### src/rtl/csr_reg_file.sv
`default_nettype none
// ============================================================================
//  Module   : csr_reg_file
//  Purpose  : Machine-mode CSR file for the RV32 core. Combinational read of
//             the old value, write commit on the next rising edge, plus the
//             mcycle/minstret 64-bit counters.
//  Options  : define CSR_COUNTER_EN to build the cycle/instret counters and
//             map their eight addresses; otherwise those addresses are
//             unmapped.
//  Revision : 1.0 - initial release
// ============================================================================
module csr_reg_file #(
  parameter logic [31:0] HART_ID     = 32'd0,
  parameter logic [31:0] MTVEC_RESET = 32'h0000_0000
) (
  input  logic        clk_i,
  input  logic        rst_i,
  input  logic [11:0] csr_raddr_i,
  output logic [31:0] csr_rdata_o,
  input  logic        csr_we_i,
  input  logic [11:0] csr_waddr_i,
  input  logic [31:0] csr_wdata_i,
  input  logic        inst_retire_i,
  output logic        csr_illegal_o
);

  localparam logic [11:0] ADDR_MSTATUS  = 12'h300;
  localparam logic [11:0] ADDR_MISA     = 12'h301;
  localparam logic [11:0] ADDR_MIE      = 12'h304;
  localparam logic [11:0] ADDR_MTVEC    = 12'h305;
  localparam logic [11:0] ADDR_MSCRATCH = 12'h340;
  localparam logic [11:0] ADDR_MEPC     = 12'h341;
  localparam logic [11:0] ADDR_MCAUSE   = 12'h342;
  localparam logic [11:0] ADDR_MTVAL    = 12'h343;
  localparam logic [11:0] ADDR_MIP      = 12'h344;
  localparam logic [11:0] ADDR_MHARTID  = 12'hF14;

  localparam logic [31:0] MISA_VALUE    = 32'h4000_0100;
  localparam logic [31:0] MSTATUS_WMASK = 32'h0000_0088;  // MPIE[7], MIE[3]
  localparam logic [31:0] MSTATUS_MPP   = 32'h0000_1800;  // M-mode only
  localparam logic [31:0] MIE_WMASK     = 32'h0000_0888;  // MEIE, MTIE, MSIE
  localparam logic [31:0] MTVEC_WMASK   = 32'hFFFF_FFFD;  // bit 1 reserved
  localparam logic [31:0] MEPC_WMASK    = 32'hFFFF_FFFC;  // IALIGN=32

`ifdef CSR_COUNTER_EN
  localparam logic [11:0] ADDR_MCYCLE    = 12'hB00;
  localparam logic [11:0] ADDR_MINSTRET  = 12'hB02;
  localparam logic [11:0] ADDR_MCYCLEH   = 12'hB80;
  localparam logic [11:0] ADDR_MINSTRETH = 12'hB82;
  localparam logic [11:0] ADDR_CYCLE     = 12'hC00;
  localparam logic [11:0] ADDR_INSTRET   = 12'hC02;
  localparam logic [11:0] ADDR_CYCLEH    = 12'hC80;
  localparam logic [11:0] ADDR_INSTRETH  = 12'hC82;
`endif

  logic [31:0] mstatus_q,  mstatus_d;
  logic [31:0] mie_q,      mie_d;
  logic [31:0] mtvec_q,    mtvec_d;
  logic [31:0] mscratch_q, mscratch_d;
  logic [31:0] mepc_q,     mepc_d;
  logic [31:0] mcause_q,   mcause_d;
  logic [31:0] mtval_q,    mtval_d;

  logic [31:0] rd_data;
  logic        rd_hit;
  logic        wr_legal;

  // Next value of the plain CSRs: masked write data on a matching write.
  always_comb begin
    mstatus_d  = mstatus_q;
    mie_d      = mie_q;
    mtvec_d    = mtvec_q;
    mscratch_d = mscratch_q;
    mepc_d     = mepc_q;
    mcause_d   = mcause_q;
    mtval_d    = mtval_q;
    if (csr_we_i) begin
      case (csr_waddr_i)
        ADDR_MSTATUS:  mstatus_d  = csr_wdata_i & MSTATUS_WMASK;
        ADDR_MIE:      mie_d      = csr_wdata_i & MIE_WMASK;
        ADDR_MTVEC:    mtvec_d    = csr_wdata_i & MTVEC_WMASK;
        ADDR_MSCRATCH: mscratch_d = csr_wdata_i;
        ADDR_MEPC:     mepc_d     = csr_wdata_i & MEPC_WMASK;
        ADDR_MCAUSE:   mcause_d   = csr_wdata_i;
        ADDR_MTVAL:    mtval_d    = csr_wdata_i;
        default:       ;
      endcase
    end
  end

  // Plain CSR state registers.
  always_ff @(posedge clk_i or posedge rst_i) begin
    if (rst_i) begin
      mstatus_q  <= 32'd0;
      mie_q      <= 32'd0;
      mtvec_q    <= MTVEC_RESET & MTVEC_WMASK;
      mscratch_q <= 32'd0;
      mepc_q     <= 32'd0;
      mcause_q   <= 32'd0;
      mtval_q    <= 32'd0;
    end else begin
      mstatus_q  <= mstatus_d;
      mie_q      <= mie_d;
      mtvec_q    <= mtvec_d;
      mscratch_q <= mscratch_d;
      mepc_q     <= mepc_d;
      mcause_q   <= mcause_d;
      mtval_q    <= mtval_d;
    end
  end

`ifdef CSR_COUNTER_EN
  logic [63:0] mcycle_q,   mcycle_d;
  logic [63:0] minstret_q, minstret_d;

  // Counter next value: free increment, or a half-load. A low-half load
  // freezes the high half; a high-half load lets the low half count but
  // drops its carry.
  always_comb begin
    mcycle_d   = mcycle_q + 64'd1;
    minstret_d = minstret_q + {63'd0, inst_retire_i};
    if (csr_we_i) begin
      case (csr_waddr_i)
        ADDR_MCYCLE:    mcycle_d   = {mcycle_q[63:32], csr_wdata_i};
        ADDR_MCYCLEH:   mcycle_d   = {csr_wdata_i, mcycle_q[31:0] + 32'd1};
        ADDR_MINSTRET:  minstret_d = {minstret_q[63:32], csr_wdata_i};
        ADDR_MINSTRETH: minstret_d = {csr_wdata_i,
                                      minstret_q[31:0] + {31'd0, inst_retire_i}};
        default:        ;
      endcase
    end
  end

  // Counter registers.
  always_ff @(posedge clk_i or posedge rst_i) begin
    if (rst_i) begin
      mcycle_q   <= 64'd0;
      minstret_q <= 64'd0;
    end else begin
      mcycle_q   <= mcycle_d;
      minstret_q <= minstret_d;
    end
  end
`else
  // Retire strobe only feeds the counters; keep it visibly consumed.
  logic unused_retire;
  assign unused_retire = inst_retire_i;
`endif

  // Read decode: old value of the addressed CSR, no write bypass.
  always_comb begin
    rd_data = 32'd0;
    rd_hit  = 1'b1;
    case (csr_raddr_i)
      ADDR_MSTATUS:  rd_data = mstatus_q | MSTATUS_MPP;
      ADDR_MISA:     rd_data = MISA_VALUE;
      ADDR_MIE:      rd_data = mie_q;
      ADDR_MTVEC:    rd_data = mtvec_q;
      ADDR_MSCRATCH: rd_data = mscratch_q;
      ADDR_MEPC:     rd_data = mepc_q;
      ADDR_MCAUSE:   rd_data = mcause_q;
      ADDR_MTVAL:    rd_data = mtval_q;
      ADDR_MIP:      rd_data = 32'd0;
      ADDR_MHARTID:  rd_data = HART_ID;
`ifdef CSR_COUNTER_EN
      ADDR_MCYCLE,    ADDR_CYCLE:    rd_data = mcycle_q[31:0];
      ADDR_MCYCLEH,   ADDR_CYCLEH:   rd_data = mcycle_q[63:32];
      ADDR_MINSTRET,  ADDR_INSTRET:  rd_data = minstret_q[31:0];
      ADDR_MINSTRETH, ADDR_INSTRETH: rd_data = minstret_q[63:32];
`endif
      default:       rd_hit  = 1'b0;
    endcase
  end

  // Write legality: only writable, mapped CSRs accept a write.
  always_comb begin
    wr_legal = 1'b0;
    case (csr_waddr_i)
      ADDR_MSTATUS, ADDR_MIE, ADDR_MTVEC, ADDR_MSCRATCH,
      ADDR_MEPC, ADDR_MCAUSE, ADDR_MTVAL: wr_legal = 1'b1;
`ifdef CSR_COUNTER_EN
      ADDR_MCYCLE, ADDR_MCYCLEH,
      ADDR_MINSTRET, ADDR_MINSTRETH:      wr_legal = 1'b1;
`endif
      default:                            wr_legal = 1'b0;
    endcase
  end

  // Outputs are held quiet while reset is asserted.
  assign csr_rdata_o   = rst_i ? 32'd0 : rd_data;
  assign csr_illegal_o = rst_i ? 1'b0  : (~rd_hit | (csr_we_i & ~wr_legal));

endmodule
`default_nettype wire

### config.mk
export PLATFORM = sky130hd
export DESIGN_NAME = csr_reg_file
export DESIGN_NICKNAME = d
export VERILOG_FILES = /design/src/rtl/csr_reg_file.sv
export SDC_FILE = /design/constraint.sdc
export NUM_CORES = 1
export LEC_CHECK = 0
export ABC_AREA = 1
export CAP_MARGIN = 5
export CORE_MARGIN = 4
export CORE_UTILIZATION = 51
export DETAILED_ROUTE_END_ITERATION = 10
export GPL_TIMING_DRIVEN = 0
export PLACE_DENSITY_LB_ADDON = 0.12
export SYNTH_ARGS = -nofsm -noshare
export SYNTH_HDL_FRONTEND = slang
export SYNTH_SLANG_ARGS = --single-unit
### constraint.sdc
create_clock -name clk_i -period 5.5 [get_ports clk_i]
set_clock_uncertainty 0.2 [all_clocks]
set_input_delay 0.825 -clock clk_i [delete_from_list [all_inputs] [get_ports clk_i]]
set_output_delay 0.825 -clock clk_i [all_outputs]
set_load 0.01 [all_outputs]
==> metrics.txt <==
status finished clean; clock-pin slew on the worst setup and hold paths 60 ps; Bufs and invs on worst path 3; drt wl/cell 17.8 um; synthesized cell area 7980 um^2; worst hold slack 282 ps; vias in the first global route 6959; H-Tree Depth 4; register area share after synthesis 50.8%; Mapped Avg Cell Area 8.08 um^2; period utilization 80.8%; Die Y 133 um; largest net degree at the start of global routing 42; final worst-path setup slack 1060 ps; Setup crit start kind input port; Residual DRC 0; R2R setup slack 4640 ps; worst-margin pin slew 848 ps; post-synth cell types 27; hold_buf cts 0; pre-CTS WS 1110 ps; PD cells 271 nW/um^2; minimum clock period 4440 ps; number of diodes 0; DRT Pass-1 Iters 5; Core ar. 15300 um^2; Routed Antenna Nets 0; num rows 45; share of the synthesized area in the top cell type 50.8%; Final #Nets 1161; CP max stage cell clkbuf_1; MaxCap Viol Count 0; HP Class reg2reg; RSZ-0062 raised after global routing false; antenna violations before repair 0; Crit. End Element output port; Pleak 4.65 nW; area growth from synthesis to layout 24.0%; required time of the critical path 4470 ps; Post-synth top flop dfrtp_1; Synth area leader dfrtp_1; ys async rst share 100%; I/O Buffers 90; Max stage delay on crit path 620 ps; Max Freq 0.225 GHz; worst-path cell chain clkdlybuf4s50_1 -> nand2_1 -> nor2_2 -> clkbuf_1 -> nand3_1 -> nand2_1 -> nor2_1 -> nor2_1 -> clkdlybuf4s50_1; final wirelength 23.6 mm; max-slew headroom at the worst pin 43.5%; yosys warns 0; post-cts sizing count 0; Syn Nets 1048; Area contributors post-synth dfrtp_1, nand2_1, o21ai_1; CTS tree done; Synth Register Bits 162; Post-CTS Setup Bufs 0; via count 7244; initial DRC count 763; CP max FO 10; average vias per placed instance 5.47; Commonest cells post-synth nand2_1, dfrtp_1, o21ai_1; Setup CP Type in2out; Die ar. 17700 um^2; TritonCTS Buffers 17; CTS root buf clkbuf_16; fin. max-slew vios 0; top cell family by delay on the critical path buffers and inverters; CTS max path bufs 2; gpl congestion 0.844; endpoints failing setup 0; io pins 93; Final Hold Fails 0; clock latency at the later pin of the worst-skew pair 430 ps; Critical Path AT 3420 ps; Worst VDD drop 0.252 mV; number of flops mapped to enable cells by yosys 0; most frequent cell after synthesis nand2_1; first-pass GRT wire length 37.7 mm; Post-Syn Instances 988; Initial Utilization 52.3%; aggregate global routing overflow 0; GRT Overall Usage 27.3%; Sink Count 162; hpwl dp 15.4 mm; share of cells above drive strength 1 12.4%; Die Width 133 um
==> final timing paths <==
check,start,end,depth (start not counted)
max,csr_raddr_i[0],csr_rdata_o[9],9
min,mscratch_q[1],mscratch_q[1],2
max reg2reg,mepc_q[11],mepc_q[11],2
min reg2reg,mscratch_q[1],mscratch_q[1],2
max in group asynchronous,rst_i,mtval_q[29],4
min in group asynchronous,rst_i,mstatus_q[7],2
==> layout make-up <==
class / count / area [um^2]
Buffer: 58 / 424
Inverter: 57 / 223
Multi-Input combinational cell: 711 / 3290
Sequential cell: 162 / 4050
Clock buffer: 18 / 439
Timing Repair Buffer: 94 / 981
Clock inverter: 14 / 226
Tap cell: 211 / 264
Fill cell: 1362 / 5360
==> flip-flops by register name, indices dropped and copies added, names as in the netlist <==
name / cells
mcause_q: 32
mscratch_q: 32
mepc_q: 30
mtval_q: 32
mie_q: 3
mstatus_q: 2
mtvec_q: 31
==> cell families after synthesis <==
kind of cell | synth area share [%]
and+or+nand+nor | 30.2
AOI/OAI and AO/OA | 10.9
DFF | 50.8
buffers and inverters | 8.06
==> through the flow <==
stage	power (W)	instance area (um^2)	std cells	util, %	setup TNS [ps]
floorplan	0.00128	7990	988	-	0
global placement	0.00135	9150	1289	60.0	-60420
detailed placement	0.00136	9230	1293	60.5	0
CTS	0.00268	9900	1325	64.9	0
global route	0.00275	9900	1325	64.9	0
finish	0.00268	9900	1325	64.9	0
==> power by group <==
part	internal, W	leakage, nW	switching [W]
Combinational	0.0000533	2.05	0.0000827
Sequential	0.00120	2.26	0.00000275
Clock	0.000827	0.329	0.000516
Total	0.00208	4.65	0.000602
==> cells in the final DEF, fill, tap and decap left out, types with 2 or more instances in the layout <==
master,Yosys,final
nand3_2,3,3
inv_2,6,6
nand2_1,298,298
inv_6,1,3
bufinv_16,0,5
nand4_4,2,2
nand4_1,2,2
nor3_1,4,4
inv_1,50,49
dfrtp_1,162,162
buf_12,0,4
nand2_2,6,6
nor2_8,2,2
nor2_2,10,10
clkinv_4,0,3
buf_6,20,20
clkdlybuf4s50_1,0,90
nand3_1,135,135
a21oi_1,2,2
clkinv_2,0,2
nor2_4,5,5
o21ai_0,5,5
o21ai_2,12,12
nor2_1,76,76
inv_8,0,2
clkbuf_16,0,17
buf_4,7,7
buf_2,24,24
o21ai_1,145,145
clkbuf_1,7,7
==> worst reg2reg max path: stages (launching register included) <==
cell and delay, ps:
dfrtp_1 390, nand2_1 80, o21ai_1 70
==> routing by layer <==
metal  up-vias  part of all wire [%]  GRT usage, %
met1      3447                    43          38.8
met2       302                    46          41.5
met5         -                     0             0
met3        52                   7.8          5.44
li1       3443                     -             -
met4         0                   2.9          10.7
(Power assumes the default switching activity.)
